**src/rtl/uart_rx_cfg_if.sv**
```systemverilog
// Receiver-side bundle: serial line and baud tick in, registered word and status out.
interface uart_rx_cfg_if #(
   parameter int NB_DATA = 8
);
   logic               i_rx;
   logic               i_tick;
   logic [NB_DATA-1:0] o_data;
   logic               o_valid;
   logic               o_parity_err;
   logic               o_frame_err;
   logic               o_busy;

   modport slave (
      input  i_rx, i_tick,
      output o_data, o_valid, o_parity_err, o_frame_err, o_busy
   );

   modport master (
      output i_rx, i_tick,
      input  o_data, o_valid, o_parity_err, o_frame_err, o_busy
   );
endinterface

```
**src/rtl/uart_rx_cfg.sv**
```systemverilog
// Configurable UART receiver: generic width, optional parity, 1/2 stop bits,
// synchronised input, start-glitch rejection, registered word with error flags.
module uart_rx_cfg #(
   parameter int NB_DATA    = 8,
   parameter int OVERSAMPLE = 16,
   parameter int PARITY_EN  = 0,
   parameter int PARITY_ODD = 0,
   parameter int NB_STOP    = 1
) (
   input  logic          i_clk,
   input  logic          i_reset,
   uart_rx_cfg_if.slave  bus
);

   localparam int TW = $clog2(OVERSAMPLE);
   localparam int BW = $clog2(NB_DATA);
   localparam logic [TW-1:0] TICK_HALF = TW'(OVERSAMPLE/2 - 1);
   localparam logic [TW-1:0] TICK_LAST = TW'(OVERSAMPLE - 1);
   localparam logic [BW-1:0] BIT_LAST  = BW'(NB_DATA - 1);
   localparam logic          STOP_LAST = (NB_STOP == 2);
   localparam logic          PAR_ODD   = (PARITY_ODD != 0);
   localparam logic          PAR_EN    = (PARITY_EN != 0);

   typedef enum logic [2:0] {IDLE, START, DATA, PARITY, STOP} state_t;

   logic               rx_meta, rx_sync;
   state_t             state_q, state_d;
   logic [TW-1:0]      tick_q, tick_d;
   logic [BW-1:0]      bit_q, bit_d;
   logic               stop_q, stop_d;
   logic [NB_DATA-1:0] shift_q, shift_d;
   logic               perr_q, perr_d;
   logic               armed_q, armed_d;
   logic               done, ferr;

   always_ff @(posedge i_clk) begin
      if (i_reset) begin
         rx_meta <= 1'b1;
         rx_sync <= 1'b1;
      end else begin
         rx_meta <= bus.i_rx;
         rx_sync <= rx_meta;
      end
   end

   always_comb begin
      state_d = state_q;
      tick_d  = tick_q;
      bit_d   = bit_q;
      stop_d  = stop_q;
      shift_d = shift_q;
      perr_d  = perr_q;
      armed_d = armed_q;
      done    = 1'b0;
      ferr    = 1'b0;
      case (state_q)
         IDLE: begin
            // ticks are ignored here, so a tick coinciding with the edge is not counted
            if (rx_sync) armed_d = 1'b1;
            else if (armed_q) begin
               state_d = START;
               tick_d  = '0;
            end
         end
         START: if (bus.i_tick) begin
            if (tick_q == TICK_HALF) begin
               if (!rx_sync) begin
                  state_d = DATA;
                  tick_d  = '0;
                  bit_d   = '0;
               end else begin
                  state_d = IDLE;
               end
            end else tick_d = tick_q + 1'b1;
         end
         DATA: if (bus.i_tick) begin
            if (tick_q == TICK_LAST) begin
               shift_d = {rx_sync, shift_q[NB_DATA-1:1]};
               tick_d  = '0;
               if (bit_q == BIT_LAST) begin
                  stop_d  = 1'b0;
                  perr_d  = 1'b0;
                  state_d = PAR_EN ? PARITY : STOP;
               end else bit_d = bit_q + 1'b1;
            end else tick_d = tick_q + 1'b1;
         end
         PARITY: if (bus.i_tick) begin
            if (tick_q == TICK_LAST) begin
               perr_d  = ((^shift_q) ^ rx_sync) != PAR_ODD;
               tick_d  = '0;
               stop_d  = 1'b0;
               state_d = STOP;
            end else tick_d = tick_q + 1'b1;
         end
         STOP: if (bus.i_tick) begin
            if (tick_q == TICK_LAST) begin
               tick_d = '0;
               // a low stop bit ends the frame at once and blocks restart until the line idles
               if (!rx_sync) begin
                  done    = 1'b1;
                  ferr    = 1'b1;
                  armed_d = 1'b0;
                  state_d = IDLE;
               end else if (stop_q == STOP_LAST) begin
                  done    = 1'b1;
                  state_d = IDLE;
               end else stop_d = 1'b1;
            end else tick_d = tick_q + 1'b1;
         end
         default: state_d = IDLE;
      endcase
   end

   always_ff @(posedge i_clk) begin
      if (i_reset) begin
         state_q          <= IDLE;
         tick_q           <= '0;
         bit_q            <= '0;
         stop_q           <= 1'b0;
         shift_q          <= '0;
         perr_q           <= 1'b0;
         armed_q          <= 1'b1;
         bus.o_data       <= '0;
         bus.o_valid      <= 1'b0;
         bus.o_parity_err <= 1'b0;
         bus.o_frame_err  <= 1'b0;
      end else begin
         state_q     <= state_d;
         tick_q      <= tick_d;
         bit_q       <= bit_d;
         stop_q      <= stop_d;
         shift_q     <= shift_d;
         perr_q      <= perr_d;
         armed_q     <= armed_d;
         bus.o_valid <= done;
         if (done) begin
            bus.o_data       <= shift_q;
            bus.o_parity_err <= PAR_EN & perr_q;
            bus.o_frame_err  <= ferr;
         end
      end
   end

   assign bus.o_busy = (state_q != IDLE);

endmodule

```
**src/flat_wrapper.sv**
```systemverilog
// flat-port wrapper written by rule: the top's interface ports become plain ports
module uart_rx_cfg_flat 
#(
   parameter int NB_DATA    = 8,
   parameter int OVERSAMPLE = 16,
   parameter int PARITY_EN  = 0,
   parameter int PARITY_ODD = 0,
   parameter int NB_STOP    = 1
)
  (i_clk, i_reset, bus_i_rx, bus_i_tick, bus_o_data, bus_o_valid, bus_o_parity_err, bus_o_frame_err, bus_o_busy);
  uart_rx_cfg_if #(.NB_DATA(NB_DATA)) bus_i ();
  input  logic i_clk;
  input  logic i_reset;
  input wire logic [$bits(bus_i.i_rx)-1:0] bus_i_rx;
  input wire logic [$bits(bus_i.i_tick)-1:0] bus_i_tick;
  output wire logic [$bits(bus_i.o_data)-1:0] bus_o_data;
  output wire logic [$bits(bus_i.o_valid)-1:0] bus_o_valid;
  output wire logic [$bits(bus_i.o_parity_err)-1:0] bus_o_parity_err;
  output wire logic [$bits(bus_i.o_frame_err)-1:0] bus_o_frame_err;
  output wire logic [$bits(bus_i.o_busy)-1:0] bus_o_busy;
  assign bus_i.i_rx = bus_i_rx;
  assign bus_i.i_tick = bus_i_tick;
  assign bus_o_data = bus_i.o_data;
  assign bus_o_valid = bus_i.o_valid;
  assign bus_o_parity_err = bus_i.o_parity_err;
  assign bus_o_frame_err = bus_i.o_frame_err;
  assign bus_o_busy = bus_i.o_busy;
  uart_rx_cfg #(.NB_DATA(NB_DATA), .OVERSAMPLE(OVERSAMPLE), .PARITY_EN(PARITY_EN), .PARITY_ODD(PARITY_ODD), .NB_STOP(NB_STOP)) u_core (.i_clk(i_clk), .i_reset(i_reset), .bus(bus_i));
endmodule
```
**config.mk**
```make
export PLATFORM = sky130hd
export DESIGN_NAME = uart_rx_cfg_flat
export DESIGN_NICKNAME = d
export VERILOG_FILES = /design/src/rtl/uart_rx_cfg_if.sv /design/src/rtl/uart_rx_cfg.sv /design/src/flat_wrapper.sv
export SDC_FILE = /design/constraint.sdc
export NUM_CORES = 1
export LEC_CHECK = 0
export ABC_AREA = 0
export CAP_MARGIN = 20
export CORE_MARGIN = 8
export CORE_UTILIZATION = 49
export CTS_CLUSTER_SIZE = 12
export DETAILED_ROUTE_END_ITERATION = 8
export MAX_ROUTING_LAYER = met4
export PLACE_DENSITY_LB_ADDON = 0.08
export SYNTH_ARGS = -nofsm -noshare
export SYNTH_HDL_FRONTEND = slang
export SYNTH_SLANG_ARGS = --single-unit
export TNS_END_PERCENT = 20
```
**constraint.sdc**
```tcl
create_clock -name i_clk -period 1.7 [get_ports i_clk]
set_input_delay 0.425 -clock i_clk [delete_from_list [all_inputs] [get_ports i_clk]]
set_output_delay 0.425 -clock i_clk [all_outputs]
set_load 0.03 [all_outputs]
```
# == Yosys cells after proc, flatten, opt, wreduce, memory -nomap -nowiden ==
# Cells that the tools add are included.
# op_classes
reduce_logical,13
n_eq_ne,26
n_mux,54
n_addsub,2
# op_table
cell,n
$mux W3,19
$mux W4,7
$mux W1,22
$ne A2 B1 Y1 const B,9
$ne A2 B2 Y1 const B,8
$pmux W3 S5,1
$pmux W4 S3,1
$reduce_and A12 Y1,1
$reduce_and A9 Y1,1
$reduce_bool A3 Y1,3
$reduce_and A7 Y1,1
$eq A3 B2 Y1 const B,2
$eq A3 B3 Y1 const B,2
$ne A3 B3 Y1 const B,2
$pmux W3 S2,1
$reduce_and A6 Y1,1
$reduce_and A5 Y1,1
$add A4 B1 Y4 const B,1
$eq A4 B3 Y1 const B,1
$eq A4 B4 Y1 const B,1
$reduce_bool A2 Y1,2
$add A3 B1 Y3 const B,1
$eq A3 B1 Y1 const B,1
$logic_not A3 Y1,1
5 further kinds,5
# word_totals
ff_bits,32
in_bits,4
word_cells,106
out_inout_bits,12

# == Longest topological paths before layout ==
# Gate-level depths: netlist of the first run.
# depth
word_depth,5
mapped_depth,6

# == Least setup slack after synthesis of the first run ==
# OpenSTA, ideal clock, no wires.
# synth_path
path_kind,reg2reg
from,register u_core.tick_q[0]
to,register u_core.bus.o_data[0]
synth_period_minus_slack_ns,1.695
slack_ns,0.005
path_stages_with_launch,7
arrival_time_ns,1.568
path_buffers,1
cell_sequence,dfxtp_1 ha_1 nand4_2 or4b_4 buf_6 mux2i_1 nor2_1
# synth_between
elab_chain_len,4
# synth_rtl
element,line_no,rtl
from (decl),uart_rx_cfg.sv:28,"logic [TW-1:0] tick_q, tick_d;"
from (signal assigned),uart_rx_cfg.sv:129,tick_q <= tick_d;
$eq A4 B4 Y1,uart_rx_cfg.sv:96,if (tick_q == TICK_LAST) begin
$mux W1,uart_rx_cfg.sv:96,
$mux W1,uart_rx_cfg.sv:95,STOP: if (bus.i_tick) begin
$mux W1,uart_rx_cfg.sv:56,case (state_q)
to (signal assigned),uart_rx_cfg.sv:137,bus.o_data <= shift_q;
to (decl),uart_rx_cfg_if.sv:15,"output o_data, o_valid, o_parity_err, o_frame_err, o_busy"
# No other way between the ends.
# A chain may end at the register's enable or synchronous reset.

# == Worst setup path after layout of the first run ==
# layout_path
from,register u_core.state_q[2]
to,output port bus_o_busy
# layout_between
elab_chain_len,1
# layout_rtl
element,line_no,rtl
from (decl),uart_rx_cfg.sv:27,"state_t state_q, state_d;"
from (signal assigned),uart_rx_cfg.sv:128,state_q <= state_d;
$reduce_bool A3 Y1,uart_rx_cfg.sv:144,assign bus.o_busy = (state_q != IDLE);
to (decl),flat_wrapper.sv:20,output wire logic [$bits(bus_i.o_busy)-1:0] bus_o_busy;
# No other way between the ends.

==> results of run 1 <==
## cell families after synthesis
group | Yosys count
compound gates | 25
xor+xnor | 1
fa+ha+maj | 3
buf+inv | 10
flops | 31
mux | 17
other cells | 1
simple gates | 51
## how the worst max path moves through the flow
stage,from,endpoint,slack [ns],cells after the start
floorplan,u_core.tick_q[0]$_SDFFE_PP0P_,u_core.bus.o_data[0]$_SDFFE_PP0P_,0.005,6
global placement,bus_i_tick,u_core.armed_q$_SDFFE_PP1P_,-0.37,5
detailed placement,bus_i_tick,u_core.bit_q[0]$_SDFFE_PP0P_,-0.43,6
CTS,u_core.state_q[1]$_SDFFE_PP0P_,bus_o_busy,-0.07,4
global route,u_core.state_q[2]$_SDFFE_PP0P_,bus_o_busy,-0.06,4
finish,u_core.state_q[2]$_SDFFE_PP0P_,bus_o_busy,0.01,4
## cells in the mapped netlist (2+ instances only)
| master | count | area [µm²] |
|---|---|---|
| nor3_1 | 3 | 15.01 |
| buf_6 | 2 | 22.52 |
| or2_2 | 3 | 18.77 |
| dfxtp_1 | 31 | 620.6 |
| nand2b_1 | 2 | 12.51 |
| nor2_1 | 22 | 82.58 |
| buf_2 | 2 | 10.01 |
| inv_1 | 2 | 7.510 |
| a21oi_1 | 7 | 35.03 |
| clkbuf_1 | 3 | 11.26 |
| o21a_1 | 2 | 15.01 |
| or3_1 | 4 | 25.02 |
| a22o_1 | 2 | 17.52 |
| nand3_1 | 3 | 15.01 |
| o21ai_0 | 6 | 30.03 |
| ha_1 | 3 | 37.54 |
| mux2i_1 | 16 | 160.2 |
| nand2_1 | 5 | 18.77 |
## metal layers
| layer | wire length, µm | vias up | global-route usage (%) | share of wire (%) |
|---|---|---|---|---|
| li1 | - | 556 | - | - |
| met1 | 1314 | 530 | 13.92 | 46 |
| met2 | 1354 | 26 | 21.40 | 47 |
| met3 | 163 | 6 | 5.331 | 5.7 |
| met4 | 49 | 0 | 6.767 | 1.7 |
| met5 | 0 | - | - | 0 |
## stage by stage
| step | cell area [µm²] | TNS (ns) | hold slack, ns |
|---|---|---|---|
| 2_1_floorplan | 1374 | 0 | 0.3895 |
| 3_3_place_gp | 1612 | -9.104 | 0.3928 |
| 3_5_place_dp | 1612 | -10.26 | 0.4013 |
| 4_1_cts | 1678 | -0.07112 | 0.4232 |
| 5_1_grt | 1760 | -0.1273 | 0.4385 |
| 6_report | 1760 | 0 | 0.4194 |
## power breakdown
part	internal, µW	switching [µW]	total, µW
Clock	191	244	435
Sequential	736	24.3	760
Combinational	140	150	290
## cells in the final DEF, fill, tap and decap left out, types with 3 or more instances in the layout
| cell | instances |
|---|---|
| a21oi_1 | 7 |
| or2_2 | 3 |
| nand2_1 | 5 |
| mux2i_1 | 16 |
| o21ai_0 | 6 |
| nor2_1 | 20 |
| dlygate4sd2_1 | 11 |
| nor3_1 | 3 |
| dfxtp_2 | 4 |
| dfxtp_1 | 25 |
| nand3_1 | 3 |
| clkbuf_4 | 5 |
| buf_4 | 16 |
| or3_1 | 3 |
| buf_6 | 3 |
## worst register-to-register path, cell delays in order, from the launching register on
cell and delay, ns:
dfxtp_4 0.38, buf_4 0.14, a211o_1 0.29, o22ai_4 0.25, nor4b_4 0.09, a211oi_2 0.27, a22o_1 0.19
## layout make-up
class / instances / area (µm²)
Inverter: 2 / 7.507
Clock buffer: 6 / 51.30
Fill cell: 236 / 949.7
Sequential cell: 31 / 633.1
Timing Repair Buffer: 32 / 270.3
Tap cell: 31 / 38.79
Clock inverter: 1 / 5.005
Multi-Input combinational cell: 99 / 754.5
## registers in the layout, indices dropped and copies added (netlist names)
| register | count |
|---|---|
| u_core.bit_q | 3 |
| u_core.tick_q | 4 |
| u_core.bus.o_valid | 1 |
| u_core.armed_q | 1 |
| u_core.rx_meta | 1 |
| u_core.state_q | 3 |
| u_core.bus.o_frame_err | 1 |
| u_core.rx_sync | 1 |
| u_core.bus.o_data | 8 |
| u_core.shift_q | 8 |
## timing repair
action	in CTS	in global routing
endpoints found under the setup margin	32	18
pin swaps	2	3
gates cloned	1	0
buffers inserted	0	4
resized for setup	18	14
==> results.md, run 1 <==
* Worst Path Arrival at around 1.3 ns
* Hold crit path type: flop to flop
* Final Slew Violations at 0
* Routed Antenna Nets at 0
* Area of the mapped netlist at approximately 1400 µm²
* Slowest cell on crit path: dfxtp_4
* Total Power at between 1000 and 1500 µW
* Count of cell types in the netlist at 39
* TritonCTS Sinks at 31
* HPWL Detailed at between 1.5 and 2 mm
* R2R cell count at 6
* FF-to-FF setup slack at 0.03 ns
* Detailed Route Iter0 Violations at 82
* Row cnt at 19
* GPL Wtd Cong at ~0.88
* Post-synth EDFFs at 0
* Maxcap violations at 0
* Primary FF master, synth: dfxtp_1
* Fmax at just under 600 MHz
* Buf/Inv on CP at 3
* R2r endpoint: u_core.bit_q[2]$_SDFFE_PP0P_
* Syn_area_per_cell at roughly 10 µm²
* DR DRC count at 0
* Initial DRT Pass Iterations at 4
* Fin crit period at between 1.5 and 2 ns
* Total placed cells including tap cells at about 190
* Vias in the first global route at 1095
* Fin nets at about 180
* Root Buffer: clkbuf_4
* Family with the most delay on the worst path: flip-flops
* Status: completed
* Syn nets at ~150
* Hold Buf Count CTS at 0
* Via Count at 1118
* Synth Area in XOR/XNOR at less than 1%
* Layout Utilization at between 60% and 70%
* Leak Pwr at ~0.00085 µW
* Post-synth ARST share at 0%
* Register area share after synthesis at 45.17%
* Die W at 68.95 µm
* WL per Instance at between 10 and 15 µm
* Final Cycle Share at ~99%
* Compound-cell area share of the yosys netlist at 13.75%
* Power per cell area at 843.7 nW/µm²
* Via-per-instance ratio at between 5 and 6
* Worst-path clk slew at 0.09 ns
* Diode count at 0
* Crit. End Element: output pin
* Layout Skew at between 0.01 and 0.015 ns
* Synth warn at 0
* Worst vdd ir at between 700 and 800 µV
* Pre-CTS setup slack at -0.4340 ns
* Mapped Cells at approximately 140
* Crit-path max cell delay at 0.38 ns
* Largest family of logic cells by synthesized area: simple AND/OR/NAND/NOR gates
* Mux share of post-synthesis cell area at 12.75%
* Area growth syn-to-layout at 28.14%
* Die area at about 4800 µm²
* Clock latency at the later pin of the worst-skew pair at approximately 0.33 ns
* H-tree Lvls at 2
* CTS tree: done
* Share of cells above drive strength 1 at ~30%
* RSZ-0062 raised after global routing: yes
* Cells along the critical path: buf_6, nor3_4, inv_2, buf_6
* Clk buf depth at 2
* Initial antenna violation count at 0
* CORE AREA at 2710 µm²
* CP most frequent cell: buf_6
* Fin cells at approximately 200
* Starting Density at about half
* Die Span Y at between 60 and 70 µm
* CTS buffer count at 5
* Largest net degree at the start of global routing at 27
* R2R Path Start: u_core.state_q[2]$_SDFFE_PP0P_
* WS Path Type: flop to output pin
* Simple-gate portion of the synthesized area at between 20% and 30%
* GR Util All Layers at about an eighth
* Final Hold Fails at 0
* Worst setup margin at about 0.011 ns
* Worst endpoint required time at between 1 and 1.5 ns
* GRT overflow at 0
* Hold path start: u_core.rx_meta$_SDFF_PP1_
* First-pass GRT wire length at around 4.6 mm
* Crit path max fanout at 6
* # IOs at 16
* Final setup viols at 0
* Crit path launch type: flop
* Final wirelength at roughly 2.9 mm
* Port Buffers at 14
* Hold-critical path endpoint: u_core.rx_sync$_SDFF_PP1_
* Synth Area in Adders at 2.732%
* #FFs+latches synth at 31
* Hold Crit Depth at 1
(Power assumes the default switching activity.)
==> inputs of run 2 (changes only) <==
--- a/config.mk
+++ b/config.mk
@@ -7,7 +7,6 @@
 export LEC_CHECK = 0
 export ABC_AREA = 0
 export CAP_MARGIN = 20
-export CORE_MARGIN = 8
 export CORE_UTILIZATION = 49
 export CTS_CLUSTER_SIZE = 12
 export DETAILED_ROUTE_END_ITERATION = 8
==> run 2 against run 1 <==
Net effect:
- count of clock-buffer cells in the layout increased by 2
- setup slack better by 0.036 ns
- highest routed layer unchanged
- maximum frequency grew 2.2%
==> results.md, run 2 (same netlist as run 1, synthesis figures left out) <==
* Leak Pwr at 0.0008363 µW (was 0.0008530 µW)
* Final Slew Violations at 0 (unchanged)
* Worst Hold Slack at 0.4172 ns (was 0.4194 ns)
* Diode count at 0 (unchanged)
* Worst-path clk slew at 0.08 ns (was 0.09 ns)
* Largest net degree at the start of global routing at 15 (was 27)
* Final Cycle Share at 97.27% (was 99.38%)
* Hold path start: u_core.rx_meta$_SDFF_PP1_ (unchanged)
* Maxcap violations at 0 (unchanged)
* Fillcell total at 206 (was 236)
* Die W at 54.95 µm (was 68.95 µm)
* WS Path Type: flop to output pin (unchanged)
* Status: completed (unchanged)
* Worst vdd ir at 681.3 µV (was 789.9 µV)
* Top Registers: u_core.bus.o_data x8, u_core.shift_q x8, u_core.tick_q x4 (unchanged)
* Hold-critical path endpoint: u_core.rx_sync$_SDFF_PP1_ (unchanged)
* Initial DRT Pass Iterations at 4 (unchanged)
* Worst endpoint required time at 1.27 ns (about the same)
* Post-route setup TNS at 0 ns (unchanged)
* Starting Density at 53.51% (was 50.69%)
* Met3 WL at 103 µm (was 163 µm)
* Via-per-instance ratio at 5.497 (was 5.535)
* GR Util All Layers at 20.93% (was 13.35%)
* Crit. End Element: output pin (unchanged)
* Via Count at 1094 (was 1118)
* Vias in the first global route at 958 (was 1095)
* Fin crit period at 1.654 ns (was 1.689 ns)
* Row cnt at 18 (was 19)
* Commonest non-fill, non-tap cell in the layout: dfxtp_1 (unchanged)
* Wire length on met1 at 1.245 mm (was 1.314 mm)
* HPWL Detailed at 1.937 mm (was 1.959 mm)
* TritonCTS Sinks at 31 (unchanged)
* CORE AREA at 2567 µm² (was 2710 µm²)
* Die area at 3020 µm² (was 4754 µm²)
* Final wirelength at 2.673 mm (was 2.882 mm)
* Worst setup margin at 0.04649 ns (was 0.01054 ns)
* Die Span Y at 54.95 µm (was 68.95 µm)
* Hold crit path type: flop to flop (unchanged)
* Final setup viols at 0 (unchanged)
* R2R cell count at 6 (unchanged)
* Routed Antenna Nets at 0 (unchanged)
* # IOs at 16 (unchanged)
* Total Power at 1535 µW (was 1485 µW)
* R2r endpoint: u_core.bit_q[0]$_SDFFE_PP0P_ (was u_core.bit_q[2]$_SDFFE_PP0P_)
* Share of cells above drive strength 1 at 28.99% (was 29.24%)
* CTS tree: done (unchanged)
* Design area at 1753 µm² (was 1760 µm²)
* WL per Instance at 13.43 µm (was 14.27 µm)
* Register Area at 631.9 µm² (was 633.1 µm²)
* Commonest non-fill, non-tap cells in the layout: dfxtp_1, nor2_1, mux2i_1, buf_4, dlygate4sd2_1 (unchanged)
* Fmax at 604.8 MHz (was 591.9 MHz)
* Crit path max fanout at 7 (was 6)
* WL met2 at 1.281 mm (was 1.354 mm)
* Root Buffer: clkbuf_4 (unchanged)
* First-pass GRT wire length at 4.215 mm (was 4.636 mm)
* RSZ-0062 raised after global routing: yes (unchanged)
* Uppermost layer routed: met4 (unchanged)
* Pre-CTS setup slack at -0.4289 ns (was -0.4340 ns)
* Clk buf depth at 2 (unchanged)
* CTS buffer count at 5 (unchanged)
* Power per cell area at 875.9 nW/µm² (was 843.7 nW/µm²)
* Final Hold Fails at 0 (unchanged)
* GPL Wtd Cong at 0.8113 (was 0.8807)
* Layout Skew at 0.004687 ns (was 0.01079 ns)
* Crit path launch type: flop (unchanged)
* Area growth syn-to-layout at 27.60% (was 28.14%)
* Hold Crit Depth at 1 (unchanged)
* DR DRC count at 0 (unchanged)
* GRT overflow at 0 (unchanged)
* Placed cell area at 1603 µm² (was 1612 µm²)
* Detailed Route Iter0 Violations at 38 (was 82)
* Worst Path Arrival at 1.23 ns (was 1.26 ns)
* R2R Path Start: u_core.bit_q[0]$_SDFFE_PP0P_ (was u_core.state_q[2]$_SDFFE_PP0P_)
* FF-to-FF setup slack at 0.06 ns (was 0.03 ns)
* Multi-input gate area at 752.0 µm² (was 754.5 µm²)
* Fin nets at 175 (was 178)
* Clock latency at the later pin of the worst-skew pair at 0.32 ns (was 0.33 ns)
* Port Buffers at 14 (unchanged)
* Initial antenna violation count at 0 (unchanged)
* Hold Buf Count CTS at 0 (unchanged)
* H-tree Lvls at 2 (unchanged)
[run 2: metrics by stage]
| step | instances | util, % |
|---|---|---|
| 2_1_floorplan | 139 | - |
| 3_3_place_gp | 189 | 62.43 |
| 5_1_grt | 199 | 68.27 |
| 3_5_place_dp | 189 | 62.43 |
| 6_report | 199 | 68.27 |
| 4_1_cts | 198 | 66.23 |
[run 2: area by class of cell]
class / count / share of cell area, %
clock buffer: 8 / 3.926
timing repair buffer: 30 / 14.56
tap: 30 / 2.141
multi-input combinational: 98 / 42.90
inverter: 2 / 0.4283
sequential: 31 / 36.05
[run 2: repair_timing]
item	CTS	global route
buffers inserted	1	1
setup endpoints to repair	34	20
endpoints found under the hold margin	0	0
gates resized for setup	21	13
pin swaps	1	3
cloned	0	0
[run 2: worst max-delay path by stage]
stage	cells after the start	to	slack (ns)	start
2_1_floorplan	6	u_core.bus.o_data[0]$_SDFFE_PP0P_	0.005	u_core.tick_q[0]$_SDFFE_PP0P_
3_3_place_gp	5	u_core.armed_q$_SDFFE_PP1P_	-0.38	bus_i_tick
3_5_place_dp	5	u_core.bus.o_data[7]$_SDFFE_PP0P_	-0.43	bus_i_tick
4_1_cts	5	bus_o_busy	-0.06	u_core.state_q[1]$_SDFFE_PP0P_
5_1_grt	5	bus_o_busy	-0.03	u_core.state_q[1]$_SDFFE_PP0P_
6_report	5	bus_o_busy	0.05	u_core.state_q[1]$_SDFFE_PP0P_
[run 2: worst max-delay path: stages, from the launching register on]
cell	delay, ns
dfxtp_4	0.37
buf_6	0.12
nor3_4	0.11
buf_4	0.14
inv_2	0.04
buf_6	0.13
[run 2: layer usage]
| metal | global-route usage, % | vias up |
|---|---|---|
| met2 | 32.53 | 23 |
| met3 | 7.377 | 6 |
| met1 | 24.46 | 518 |
| met5 | - | - |
| li1 | - | 547 |
| met4 | 8.750 | 0 |
[run 2: where the power goes]
part	total, µW	leakage [µW]	switching (µW)	internal [µW]
Clock	471	0.0000386	228	243
Combinational	308	0.000544	152	157
Sequential	756	0.000253	20.5	736
